[src/rtl/uart_pkg.sv]
// Shared definitions for the buffered UART transmitter: parity codes,
// FSM state encoding and elaboration-time helper functions.
package uart_pkg;

  localparam logic [1:0] PAR_NONE = 2'b00;
  localparam logic [1:0] PAR_EVEN = 2'b01;
  localparam logic [1:0] PAR_ODD  = 2'b10;

  typedef enum logic [2:0] {
    ST_IDLE,
    ST_START,
    ST_DATA,
    ST_PARITY,
    ST_STOP
  } state_t;

  // Smallest r with 2**r >= v.
  function automatic int clog2(input int v);
    int r;
    for (r = 0; (1 << r) < v; r++) begin
    end
    return r;
  endfunction

  // Clocks per bit, rounded to nearest.
  function automatic int calc_div(input int clk_freq, input int baud);
    return (clk_freq + baud / 2) / baud;
  endfunction

endpackage

[src/rtl/uart_baud_div.sv]
// Bit-period counter: counts 0..DIV-1, emits a one-cycle tick on the last
// count and restarts from 0 on each tick or on an explicit restart.
module uart_baud_div #(
  parameter int DIV = 24
) (
  input  logic clk,
  input  logic rst_n,
  input  logic restart,
  output logic tick
);

  localparam int CW = (DIV > 2) ? uart_pkg::clog2(DIV) : 1;

  logic [CW-1:0] cnt_q;

  assign tick = (cnt_q == CW'(DIV - 1));

  // Free-running count, reloaded on restart or at the end of a bit period.
  always_ff @(posedge clk or negedge rst_n) begin
    if (!rst_n) begin
      cnt_q <= '0;
    end else if (restart || tick) begin
      cnt_q <= '0;
    end else begin
      cnt_q <= cnt_q + 1'b1;
    end
  end

endmodule

[src/rtl/uart_tx_fifo.sv]
// Buffered UART transmitter: FIFO in front of a start/data/parity/stop
// serialiser. Frames leave back-to-back while the FIFO holds words.
//
// Input handshake: a word transfers on a rising clk edge where
// s_valid && s_ready; s_ready depends only on FIFO occupancy (not on
// s_valid), and s_data must be stable while s_valid is high.
module uart_tx_fifo
  import uart_pkg::*;
#(
  parameter int CLK_FREQ   = 24000000,
  parameter int BAUD       = 1000000,
  parameter int DATA_BITS  = 8,
  parameter int FIFO_DEPTH = 4
) (
  input  logic                                 clk,
  input  logic                                 rst_n,
  input  logic [1:0]                           cfg_parity,
  input  logic                                 cfg_stop2,
  input  logic                                 s_valid,
  output logic                                 s_ready,
  input  logic [DATA_BITS-1:0]                 s_data,
  output logic                                 tx,
  output logic                                 busy,
  output logic [uart_pkg::clog2(FIFO_DEPTH):0] fifo_level,
  output state_t                               dbg_state
);

  localparam int DIV = calc_div(CLK_FREQ, BAUD);
  localparam int AW  = clog2(FIFO_DEPTH);
  localparam int LW  = AW + 1;
  localparam int IW  = clog2(DATA_BITS);

  if (DIV < 2) begin : g_bad_div
    $error("uart_tx_fifo: DIV must be at least 2");
  end
  if (DATA_BITS < 5 || DATA_BITS > 9) begin : g_bad_bits
    $error("uart_tx_fifo: DATA_BITS must be 5..9");
  end
  if (FIFO_DEPTH < 2 || (FIFO_DEPTH & (FIFO_DEPTH - 1)) != 0) begin : g_bad_depth
    $error("uart_tx_fifo: FIFO_DEPTH must be a power of two >= 2");
  end

  logic [DATA_BITS-1:0] mem [FIFO_DEPTH];
  logic [LW-1:0]        wptr_q, rptr_q;
  logic                 empty, full, push, pop;

  state_t               state_q, state_d;
  logic [DATA_BITS-1:0] shift_q;
  logic [IW-1:0]        bit_idx_q;
  logic                 par_en_q, par_bit_q, stop2_q, stop_cnt_q;
  logic                 tick, tx_d;

  assign fifo_level = wptr_q - rptr_q;
  assign empty      = (wptr_q == rptr_q);
  assign full       = (fifo_level == LW'(FIFO_DEPTH));
  assign s_ready    = !full;
  assign push       = s_valid && s_ready;
  assign dbg_state  = state_q;

  uart_baud_div #(.DIV(DIV)) u_baud (
    .clk     (clk),
    .rst_n   (rst_n),
    .restart (pop),
    .tick    (tick)
  );

  // FIFO storage; contents need no reset since the pointers define validity.
  always_ff @(posedge clk) begin
    if (push) mem[wptr_q[AW-1:0]] <= s_data;
  end

  // FIFO pointers, one bit wider than the index to tell full from empty.
  always_ff @(posedge clk or negedge rst_n) begin
    if (!rst_n) begin
      wptr_q <= '0;
      rptr_q <= '0;
    end else begin
      if (push) wptr_q <= wptr_q + 1'b1;
      if (pop)  rptr_q <= rptr_q + 1'b1;
    end
  end

  // Next-state, pop decision and next line level.
  always_comb begin
    state_d = state_q;
    pop     = 1'b0;
    tx_d    = 1'b1;
    case (state_q)
      ST_IDLE: begin
        if (!empty) begin
          pop     = 1'b1;
          state_d = ST_START;
        end
      end
      ST_START: begin
        tx_d = 1'b0;
        if (tick) state_d = ST_DATA;
      end
      ST_DATA: begin
        tx_d = shift_q[0];
        if (tick && bit_idx_q == IW'(DATA_BITS - 1)) begin
          state_d = par_en_q ? ST_PARITY : ST_STOP;
        end
      end
      ST_PARITY: begin
        tx_d = par_bit_q;
        if (tick) state_d = ST_STOP;
      end
      ST_STOP: begin
        if (tick) begin
          if (stop2_q && !stop_cnt_q) begin
            state_d = ST_STOP;
          end else if (!empty) begin
            pop     = 1'b1;
            state_d = ST_START;
          end else begin
            state_d = ST_IDLE;
          end
        end
      end
      default: state_d = ST_IDLE;
    endcase
  end

  // State, line and busy registers; reset forces the line idle at once.
  always_ff @(posedge clk or negedge rst_n) begin
    if (!rst_n) begin
      state_q <= ST_IDLE;
      tx      <= 1'b1;
      busy    <= 1'b0;
    end else begin
      state_q <= state_d;
      tx      <= tx_d;
      busy    <= (state_q != ST_IDLE) || !empty;
    end
  end

  // Frame datapath: load word and frame config on pop, shift on data ticks.
  always_ff @(posedge clk or negedge rst_n) begin
    if (!rst_n) begin
      shift_q    <= '0;
      bit_idx_q  <= '0;
      par_en_q   <= 1'b0;
      par_bit_q  <= 1'b0;
      stop2_q    <= 1'b0;
      stop_cnt_q <= 1'b0;
    end else if (pop) begin
      shift_q    <= mem[rptr_q[AW-1:0]];
      bit_idx_q  <= '0;
      par_en_q   <= (cfg_parity == PAR_EVEN) || (cfg_parity == PAR_ODD);
      par_bit_q  <= (cfg_parity == PAR_ODD) ? ~(^mem[rptr_q[AW-1:0]])
                                            :  (^mem[rptr_q[AW-1:0]]);
      stop2_q    <= cfg_stop2;
      stop_cnt_q <= 1'b0;
    end else if (tick) begin
      if (state_q == ST_DATA) begin
        shift_q   <= {1'b0, shift_q[DATA_BITS-1:1]};
        bit_idx_q <= bit_idx_q + 1'b1;
      end
      if (state_q == ST_STOP) stop_cnt_q <= 1'b1;
    end
  end

endmodule

[config.mk]
export PLATFORM = sky130hd
export DESIGN_NAME = uart_tx_fifo
export DESIGN_NICKNAME = d
export VERILOG_FILES = /design/src/rtl/uart_pkg.sv /design/src/rtl/uart_baud_div.sv /design/src/rtl/uart_tx_fifo.sv
export SDC_FILE = /design/constraint.sdc
export NUM_CORES = 1
export LEC_CHECK = 0
export ABC_AREA = 0
export BUFFER_PORTS_ARGS = -buffer_cell sky130_fd_sc_hd__buf_2
export CORE_ASPECT_RATIO = 1.5
export CORE_UTILIZATION = 50
export DETAILED_ROUTE_END_ITERATION = 8
export PLACE_DENSITY_LB_ADDON = 0.08
export SLEW_MARGIN = 20
export SYNTH_ARGS = -nofsm -noshare
export SYNTH_HDL_FRONTEND = slang
export SYNTH_HIERARCHICAL = 1
export SYNTH_SLANG_ARGS = --single-unit
[constraint.sdc]
create_clock -name clk -period 6.3 [get_ports clk]
set_clock_uncertainty 0.1 [all_clocks]
set_input_delay 1.89 -clock clk [delete_from_list [all_inputs] [get_ports clk]]
set_output_delay 1.89 -clock clk [all_outputs]
set_load 0.02 [all_outputs]
==> run summary, run 1 <==
Status = finished clean
Mapped Avg Cell Area = 14.1 um^2
Post-synth EDFFs = 32
#FFs+latches synth = 63
Syn Nets = 230
RSZ-0062 raised after global routing = no
Vias = 1641
Post-cts resize count = 0
Register area share after synthesis = 0.602
Vias per inst = 5.43
Cell variety after synth = 43
Num Clock Sinks = 63
CP bufs+invs = 1
Worst skew pair latency = 320 ps
Detail Route Antenna Nets = 0
Postcts setup bufs = 0
CTS root buf = clkbuf_8
Placer congestion estimate = 0.814
Total negative slack = 0 ps
Critical Path RT = 4310 ps
VDD IR max = 0.000224 V
DIE HEIGHT = 95.1 um
Num ports = 23
Share of layout cells above drive strength 1 = 0.211
Max Fclk = 245 MHz
Most common library cells after synthesis = edfxtp_1 (32), dfrtp_1 (30), o21ai_0 (14)
Total CTS buffers = 9
Post-synth top flop = edfxtp_1
Worst Hold Class = reg2reg
CP peak stage delay = 580 ps
Clk buf depth = 2
Design area = 0.00320 mm^2
CP startpoint kind = flop
Synth Instances = 204
Antenna Cells = 0
Final hold viol count = 0
Number of remaining DRC errors = 0
Period utilization = 0.647
Die area = 0.00609 mm^2
Final Worst Setup Slack = 2230 ps
Final WL = 4590 um
Post-synth top area cell = edfxtp_1
Max_cap viols = 0
FP Rows = 33
Worst rel slew slack = 0.526
Antenna violations before repair = 0
Vias in the first global route = 1745
Async SR Flop Fraction = 0.492
Number of I/O port buffers = 22
CP Capture Type = primary output
Worst slew pin tran = 710 ps
Mapped Area = 0.00289 mm^2
Top-area cell type share of the netlist area = 0.333
Wire per inst = 15.2 um
Initial Utilization = 0.522
Core area = 0.00553 mm^2
Worst path arrival time = 2080 ps
Slew Limit Fails = 0
Global-route wire length before repair = 7770 um
Pin count of the biggest net entering global routing = 33
Setup Viol. Count Final = 0
CTS clk-pin slew, worst paths = 60 ps
Area growth syn-to-layout = 11.0%
Most frequent cell after synthesis = edfxtp_1
Nets = 254
Total grt overflow = 0
Initial DRT Pass Iterations = 4
Post-DP HPWL = 3260 um
# hold bufs at CTS = 0
DRT iter0 DRCs = 69
Kind of cell adding the most delay to the critical path = adder cells
Critical path type = reg2out
Synth top area cells = edfxtp_1 (33%), dfrtp_1 (26%), ha_1 (4.8%), mux4_1 (3.6%), mux4_2 (3.1%)
Die W = 64.0 um
GRT Overall Usage = 0.175
Worst-path cell chain = ha_1 -> fa_1 -> xnor2_1 -> nand3_1 -> buf_2
P per Cell Area = 533 mW/mm^2
Register-to-register setup slack = 3450 ps
Cell Area, Placed = 0.00305 mm^2
Htree depth = 3
Minimum clock period = 4070 ps
Worst-path fanout max = 11
Pre-CTS setup slack = 2550 ps
Leak pwr = 1.29 nW
Synthesis Warnings = 6
CTS tree = done
Slowest CP cell = dfrtp_1
## registers in the layout (all words and copies together) (netlist names), 3 cells and up
signal and count:
bit_idx_q 3, dbg_state 3, mem 32, rptr_q 3, shift_q 8, u_baud/cnt_q 5, wptr_q 3
## power breakdown
part           switching, mW  internal [mW]  total [mW]
clock                  0.136          0.139       0.276
combinational          0.398          0.346       0.744
sequential             0.109          0.578       0.687
## logic make-up (layout without fill, tap and decap cells)
logic type                 count (synthesis)  in the layout  share of synthesized area
and+or+nand+nor                           44             44                     0.0863
AOI/OAI and AO/OA                         32             32                     0.0698
muxes                                     18             18                      0.103
adders and majority gates                 12             12                     0.0546
xor gates and xnor gates                  16             16                     0.0559
DFF                                       63             63                      0.602
buffers and inverters                     19             47                     0.0282
## tightest hold or removal path: cells and delay by family, from the launching register on
family	cells	cell delay, ps
DFF	1	340
AOI/OAI and AO/OA	1	40
and+or+nand+nor	1	80
## cell usage in the layout, fill, tap and decap left out, drive strengths merged, types with 2 or more instances in the layout
| master | count |
|---|---|
| edfxtp | 32 |
| dfrtp | 30 |
| buf | 22 |
| o21ai | 14 |
| nand2 | 13 |
| ha | 11 |
| xnor2 | 11 |
| clkbuf | 11 |
| inv | 10 |
| nor2 | 9 |
| mux2i | 8 |
| mux4 | 8 |
| a21oi | 6 |
| xor2 | 4 |
| and2 | 4 |
| nor3 | 4 |
| clkinv | 4 |
| nand2b | 3 |
| a31oi | 2 |
| o21bai | 2 |
| mux2 | 2 |
| a221o | 2 |
| nor3b | 2 |
## final cells by class
| class | instances | area, um^2 |
|---|---|---|
| inverter | 10 | 37.5 |
| tap | 70 | 87.6 |
| clock buffer | 11 | 131 |
| sequential | 63 | 1740 |
| multi-input combinational | 122 | 1070 |
| clock inverter | 4 | 23.8 |
| timing repair buffer | 22 | 110 |
| fill | 457 | 2330 |
## per-stage QoR
step / instances / hold slack, ps / total power, mW / utilization
final: 302 / 396 / 1.71 / 0.579
after global routing: 302 / 417 / 1.83 / 0.579
after CTS: 302 / 395 / 1.73 / 0.579
after detailed placement: 287 / 388 / 1.45 / 0.551
after global placement: 287 / 370 / 1.42 / 0.550
after floorplan: 204 / 352 / 1.27 / -
## worst paths after layout
check | startpoint | end | cells past startpoint
min | stop_cnt_q | stop_cnt_q | 2
max reg2reg | rptr_q[0] | mem[3][6] | 5
max | rptr_q[0] | s_ready | 5
min in group asynchronous | rst_n | dbg_state[0] | 1
min reg2reg | stop_cnt_q | stop_cnt_q | 2
max in group asynchronous | rst_n | dbg_state[1] | 1
## routing by layer
layer | up-vias | track usage | part of all wire
li1 | 796 | - | -
met1 | 804 | 0.183 | 0.41
met4 | 0 | 0.0795 | 0.015
met3 | 7 | 0.0478 | 0.036
met2 | 34 | 0.322 | 0.54
met5 | - | 0 | 0
No activity file was read; power rests on OpenSTA's default activity.
==> run 2: changes to the inputs <==
==> constraint.sdc (replaced) <==
create_clock -name clk -period 4.2 [get_ports clk]
set_clock_uncertainty 0.1 [all_clocks]
set_input_delay 1.26 -clock clk [delete_from_list [all_inputs] [get_ports clk]]
set_output_delay 1.26 -clock clk [all_outputs]
set_load 0.02 [all_outputs]
==> run summary, run 2 (synthesis results as in run 1) <==
Worst reg2reg path depth = 5 (unchanged)
Number of remaining DRC errors = 0 (unchanged)
Area growth syn-to-layout = 11.7%
GRT Overall Usage = 0.189 (+0.0147)
CP peak stage delay = 570 ps (about the same)
Max Fclk = 291 MHz
P per Cell Area = 814 mW/mm^2 (+53%)
VDD IR max = 0.000364 V (+63%)
Antenna Cells = 0 (unchanged)
Detail Route Antenna Nets = 0 (unchanged)
Kind of cell adding the most delay to the critical path = adder cells
Pin count of the biggest net entering global routing = 32 (-3.0%)
Slew Limit Fails = 0 (unchanged)
Initial Utilization = 0.522 (unchanged)
Share of layout cells above drive strength 1 = 0.221 (+0.0101)
Vias per inst = 5.47 (+0.65%)
Post-DP HPWL = 3490 um (+7.0%)
Period utilization = 0.817
Number of I/O port buffers = 22 (unchanged)
RSZ-0062 raised after global routing = no
Minimum clock period = 3430 ps
CP Depth = 5 (unchanged)
Worst Hold Class = reg2reg
Num ports = 23 (unchanged)
Postcts setup bufs = 0 (unchanged)
Worst slew pin tran = 889 ps (+179 ps)
Hold_ws = 393 ps (-2.31 ps)
Nets = 256 (+0.79%)
Reg2Reg Capture Point = mem[3][0]
Worst-path cell chain = ha_1 -> fa_1 -> xnor2_1 -> nand3_1 -> buf_2
Antenna violations before repair = 0 (unchanged)
Most frequent cells in the layout = edfxtp_1 (32), dfrtp_1 (30), buf_2 (22)
Placer congestion estimate = 0.816 (+0.27%)
Global-route wire length before repair = 8220 um (+5.8%)
Clk buf depth = 2 (unchanged)
Worst-path fanout max = 11 (unchanged)
Worst flop-to-flop path startpoint = rptr_q[0]
Final Worst Setup Slack = 767 ps (-1460 ps)
Total negative slack = 0 ps (unchanged)
DRT iter0 DRCs = 82 (+19%)
Pre-CTS setup slack = 1070 ps (-1480 ps)
Initial DRT Pass Iterations = 4 (unchanged)
Final WL = 4890 um (+6.5%)
CTS root buf = clkbuf_8
CP Capture Type = primary output
CP bufs+invs = 1 (unchanged)
Worst Setup EP = s_ready
Total CTS buffers = 9 (unchanged)
DIE HEIGHT = 95.1 um (unchanged)
Die area = 0.00609 mm^2 (unchanged)
Register-to-register setup slack = 1340 ps (-2110 ps)
# hold bufs at CTS = 0 (unchanged)
Status = finished clean
Final hold viol count = 0 (unchanged)
Max_cap viols = 0 (unchanged)
Leak pwr = 1.30 nW (+0.97%)
CP startpoint kind = flop
CTS tree = done
CTS clk-pin slew, worst paths = 60 ps (about the same)
Worst path arrival time = 2070 ps (about the same)
Htree depth = 3 (unchanged)
Slowest CP cell = dfrtp_1
Vias = 1668 (+1.6%)
Leading cell type in the layout, fill and taps excluded = edfxtp_1
Core area = 0.00553 mm^2 (unchanged)
CP Launch Point = rptr_q[0]
FP Rows = 33 (unchanged)
Num Clock Sinks = 63 (unchanged)
Post-cts resize count = 0 (unchanged)
Die W = 64.0 um (unchanged)
Worst rel slew slack = 0.407 (-0.119)
Critical path type = reg2out
Wire per inst = 16.0 um (+5.4%)
Vias in the first global route = 1780 (+2.0%)
Critical Path RT = 2840 ps (-1470 ps)
Total grt overflow = 0 (unchanged)
Setup Viol. Count Final = 0 (unchanged)
Worst skew pair latency = 330 ps (about the same)
Max reg flops = 32 (unchanged)
## run 2: changes by cell type in the layout (fill, tap and decap cells not counted), sizes merged
cell	change
clkinvlp	+1
clkinv	-1
buf	+2
clkbuf	+1
## run 2: worst min-delay path by stage
stage | start | end | slack (ps) | depth (start not counted)
after detailed placement | u_baud/cnt_q[0] | u_baud/cnt_q[0] | 390 | 1
final | u_baud/cnt_q[0] | u_baud/cnt_q[0] | 390 | 1
after global placement | u_baud/cnt_q[0] | u_baud/cnt_q[0] | 370 | 1
after floorplan | u_baud/cnt_q[0] | u_baud/cnt_q[0] | 350 | 1
after global routing | u_baud/cnt_q[0] | u_baud/cnt_q[0] | 400 | 1
after CTS | u_baud/cnt_q[0] | u_baud/cnt_q[0] | 400 | 1
## run 2: metal layers
layer	vias to the layer above	GRT usage	part of all wire
li1	798	-	-
met1	830	0.193	0.40
met2	27	0.341	0.54
met3	13	0.0371	0.023
met4	0	0.138	0.034
met5	-	0	0
## run 2: area by class of cell
cell class / count / area [um^2]
sequential: 63 / 1740
tap: 70 / 87.6
clock buffer: 12 / 145
fill: 474 / 2310
inverter: 10 / 37.5
multi-input combinational: 122 / 1070
timing repair buffer: 24 / 125
clock inverter: 4 / 22.5
## run 2: through the flow
stage / util / cells / total power, mW / instance area (um^2)
finish: 0.583 / 305 / 2.63 / 3230
global route: 0.583 / 305 / 2.82 / 3230
CTS: 0.583 / 305 / 2.66 / 3230
detailed placement: 0.553 / 289 / 2.20 / 3060
global placement: 0.553 / 289 / 2.16 / 3060
floorplan: - / 204 / 1.91 / 2890
## run 2: power by group
part / internal (mW) / leakage, nW / total (mW) / switching (mW)
logic: 0.538 / 0.540 / 1.16 / 0.617
registers: 0.867 / 0.677 / 1.03 / 0.161
clock network: 0.227 / 0.0861 / 0.443 / 0.216
total: 1.63 / 1.30 / 2.63 / 0.994
==> run 3: changes to the inputs <==
==> constraint.sdc (replaced) <==
create_clock -name clk -period 3.3 [get_ports clk]
set_clock_uncertainty 0.1 [all_clocks]
set_input_delay 0.99 -clock clk [delete_from_list [all_inputs] [get_ports clk]]
set_output_delay 0.99 -clock clk [all_outputs]
set_load 0.02 [all_outputs]
==> run summary, run 3 (synthesis results as in run 1) <==
Status = finished clean
Vias per inst = 5.44 (-0.48%)
Clock power share = 0.202 (+0.033)
GRT Overall Usage = 0.186 (-0.00353)
Critical path type = reg2out
Setup Viol. Count Final = 0 (unchanged)
Wire per inst = 15.8 um (-1.4%)
Post-DP HPWL = 3360 um (-3.7%)
Leak pwr = 1.32 nW (+1.4%)
Worst Hold Class = reg2reg
Cell Area, Placed = 0.00306 mm^2 (unchanged)
Hold Path Origin = u_baud/cnt_q[0]
Htree depth = 3 (unchanged)
Pin count of the biggest net entering global routing = 32 (unchanged)
CP startpoint kind = flop
Internal = 2.21 mW (+35%)
Worst rel slew slack = 0.536 (+0.129)
Switching Share = 0.361 (-0.0172)
Num ports = 23 (unchanged)
CP Launch Point = wptr_q[0]
Most frequent cells in the layout = edfxtp_1 (32), dfrtp_1 (30), buf_2 (22)
CP Capture Type = primary output
P per Cell Area = 1060 mW/mm^2 (+30%)
Die W = 64.0 um (unchanged)
VDD IR max = 0.000437 V (+20%)
Final hold viol count = 0 (unchanged)
Share of layout cells above drive strength 1 = 0.217 (-0.00426)
Worst skew pair latency = 330 ps (about the same)
# hold bufs at CTS = 0 (unchanged)
Worst flop-to-flop path startpoint = wptr_q[0]
Vias = 1660 (-0.48%)
Total CTS buffers = 9 (unchanged)
Minimum clock period = 3030 ps
Gate power share = 0.426 (-0.014)
Nets = 256 (unchanged)
Initial DRT Pass Iterations = 4 (unchanged)
Number of remaining DRC errors = 0 (unchanged)
Total negative slack = 0 ps (unchanged)
Vias in the first global route = 1772 (-0.45%)
Max_cap viols = 0 (unchanged)
Clk buf depth = 2 (unchanged)
Final WL = 4820 um (-1.4%)
Dpl cells = 289 (unchanged)
Number of I/O port buffers = 22 (unchanged)
Net Sw Power = 1.25 mW (+26%)
Post-cts resize count = 0 (unchanged)
Postcts setup bufs = 0 (unchanged)
FP Rows = 33 (unchanged)
CTS tree = done
Max reg flops = 32 (unchanged)
Flop pwr share = 0.373 (-0.018)
CP peak stage delay = 390 ps (-180 ps)
Slowest CP cell = dfrtp_1
Worst-path fanout max = 4 (-7)
DRT iter0 DRCs = 109 (+33%)
Initial Utilization = 0.522 (unchanged)
DIE HEIGHT = 95.1 um (unchanged)
Layout Cells excl Fill = 305 (unchanged)
Worst slew pin tran = 697 ps (-192 ps)
CTS root buf = clkbuf_8
Max Fclk = 330 MHz
Placer congestion estimate = 0.803 (-1.6%)
CTS clk-pin slew, worst paths = 70 ps (about the same)
Period utilization = 0.917
Leading cell type in the layout, fill and taps excluded = edfxtp_1
Critical Path RT = 2210 ps (-630 ps)
Slew Limit Fails = 0 (unchanged)
Fillers = 454 (-4.2%)
Worst-path cell chain = inv_1 -> ha_1 -> fa_1 -> xnor2_1 -> nand3_1 -> buf_2
Area growth syn-to-layout = 13.0%
Worst path arrival time = 1940 ps (-130 ps)
Antenna Cells = 0 (unchanged)
Total grt overflow = 0 (unchanged)
Core area = 0.00553 mm^2 (unchanged)
RSZ-0062 raised after global routing = no
Design area = 0.00326 mm^2 (+1.2%)
Global-route wire length before repair = 8140 um (-1.0%)
Num Clock Sinks = 63 (unchanged)
Die area = 0.00609 mm^2 (unchanged)
Antenna violations before repair = 0 (unchanged)
Detail Route Antenna Nets = 0 (unchanged)
==> run 3: changes by cell type in the layout (fill, tap and decap cells not counted) <==
| cell | before | now |
|---|---|---|
| clkinv_2 | 3 | 2 |
| bufinv_16 | 0 | 2 |
| clkbuf_1 | 2 | 3 |
| clkbuf_8 | 10 | 9 |
| clkinvlp_4 | 1 | 0 |
==> run 3: metrics by stage <==
step                total power, mW  hold WS [ps]  setup WS, ps   util
floorplan                      2.43           352           407      -
global placement               2.75           370           694  0.553
detailed placement             2.79           385           620  0.553
CTS                            3.50           398           253  0.590
global route                   3.70           412           135  0.590
finish                         3.45           403           273  0.590
==> run 3: per-layer routing <==
metal | part of all wire | GRT usage
met1 | 0.41 | 0.190
met2 | 0.55 | 0.345
met3 | 0.023 | 0.0359
met4 | 0.020 | 0.114
met5 | 0 | 0
==> run 3: critical path: cells and delay by family (launching register included) <==
kind,cells,cell delay (ps)
AND/OR/NAND/NOR,1,110
buffers and inverters,2,270
XOR/XNOR,1,240
adder cells (fa/ha/maj),2,600
flip-flops,1,390
==> run 3: final timing paths <==
path	endpoint	slack (ps)	cells after the start
max in group asynchronous	u_baud/cnt_q[0]	2040	1
max	s_ready	270	6
max reg2reg	mem[3][4]	630	6
min in group asynchronous	dbg_state[0]	600	1
min reg2reg	u_baud/cnt_q[0]	400	1
min	u_baud/cnt_q[0]	400	1
==> run 3: layout make-up <==
type / instances / area [um^2] / area share
clock inverters: 4 / 70.1 / 0.0215
clock buffers: 12 / 135 / 0.0414
well taps: 70 / 87.6 / 0.0268
inverters: 10 / 37.5 / 0.0115
multi-input cells: 122 / 1070 / 0.328
flip-flops and latches: 63 / 1740 / 0.533
repair buffers: 24 / 125 / 0.0383
==> run 3: power groups by stage <==
stage	clock network (mW)	registers (mW)	logic (mW)
after floorplan	0	1.25	1.18
after global placement	0	1.28	1.46
after detailed placement	0	1.30	1.48
after CTS	0.712	1.29	1.50
after global routing	0.736	1.32	1.64
final	0.696	1.29	1.47
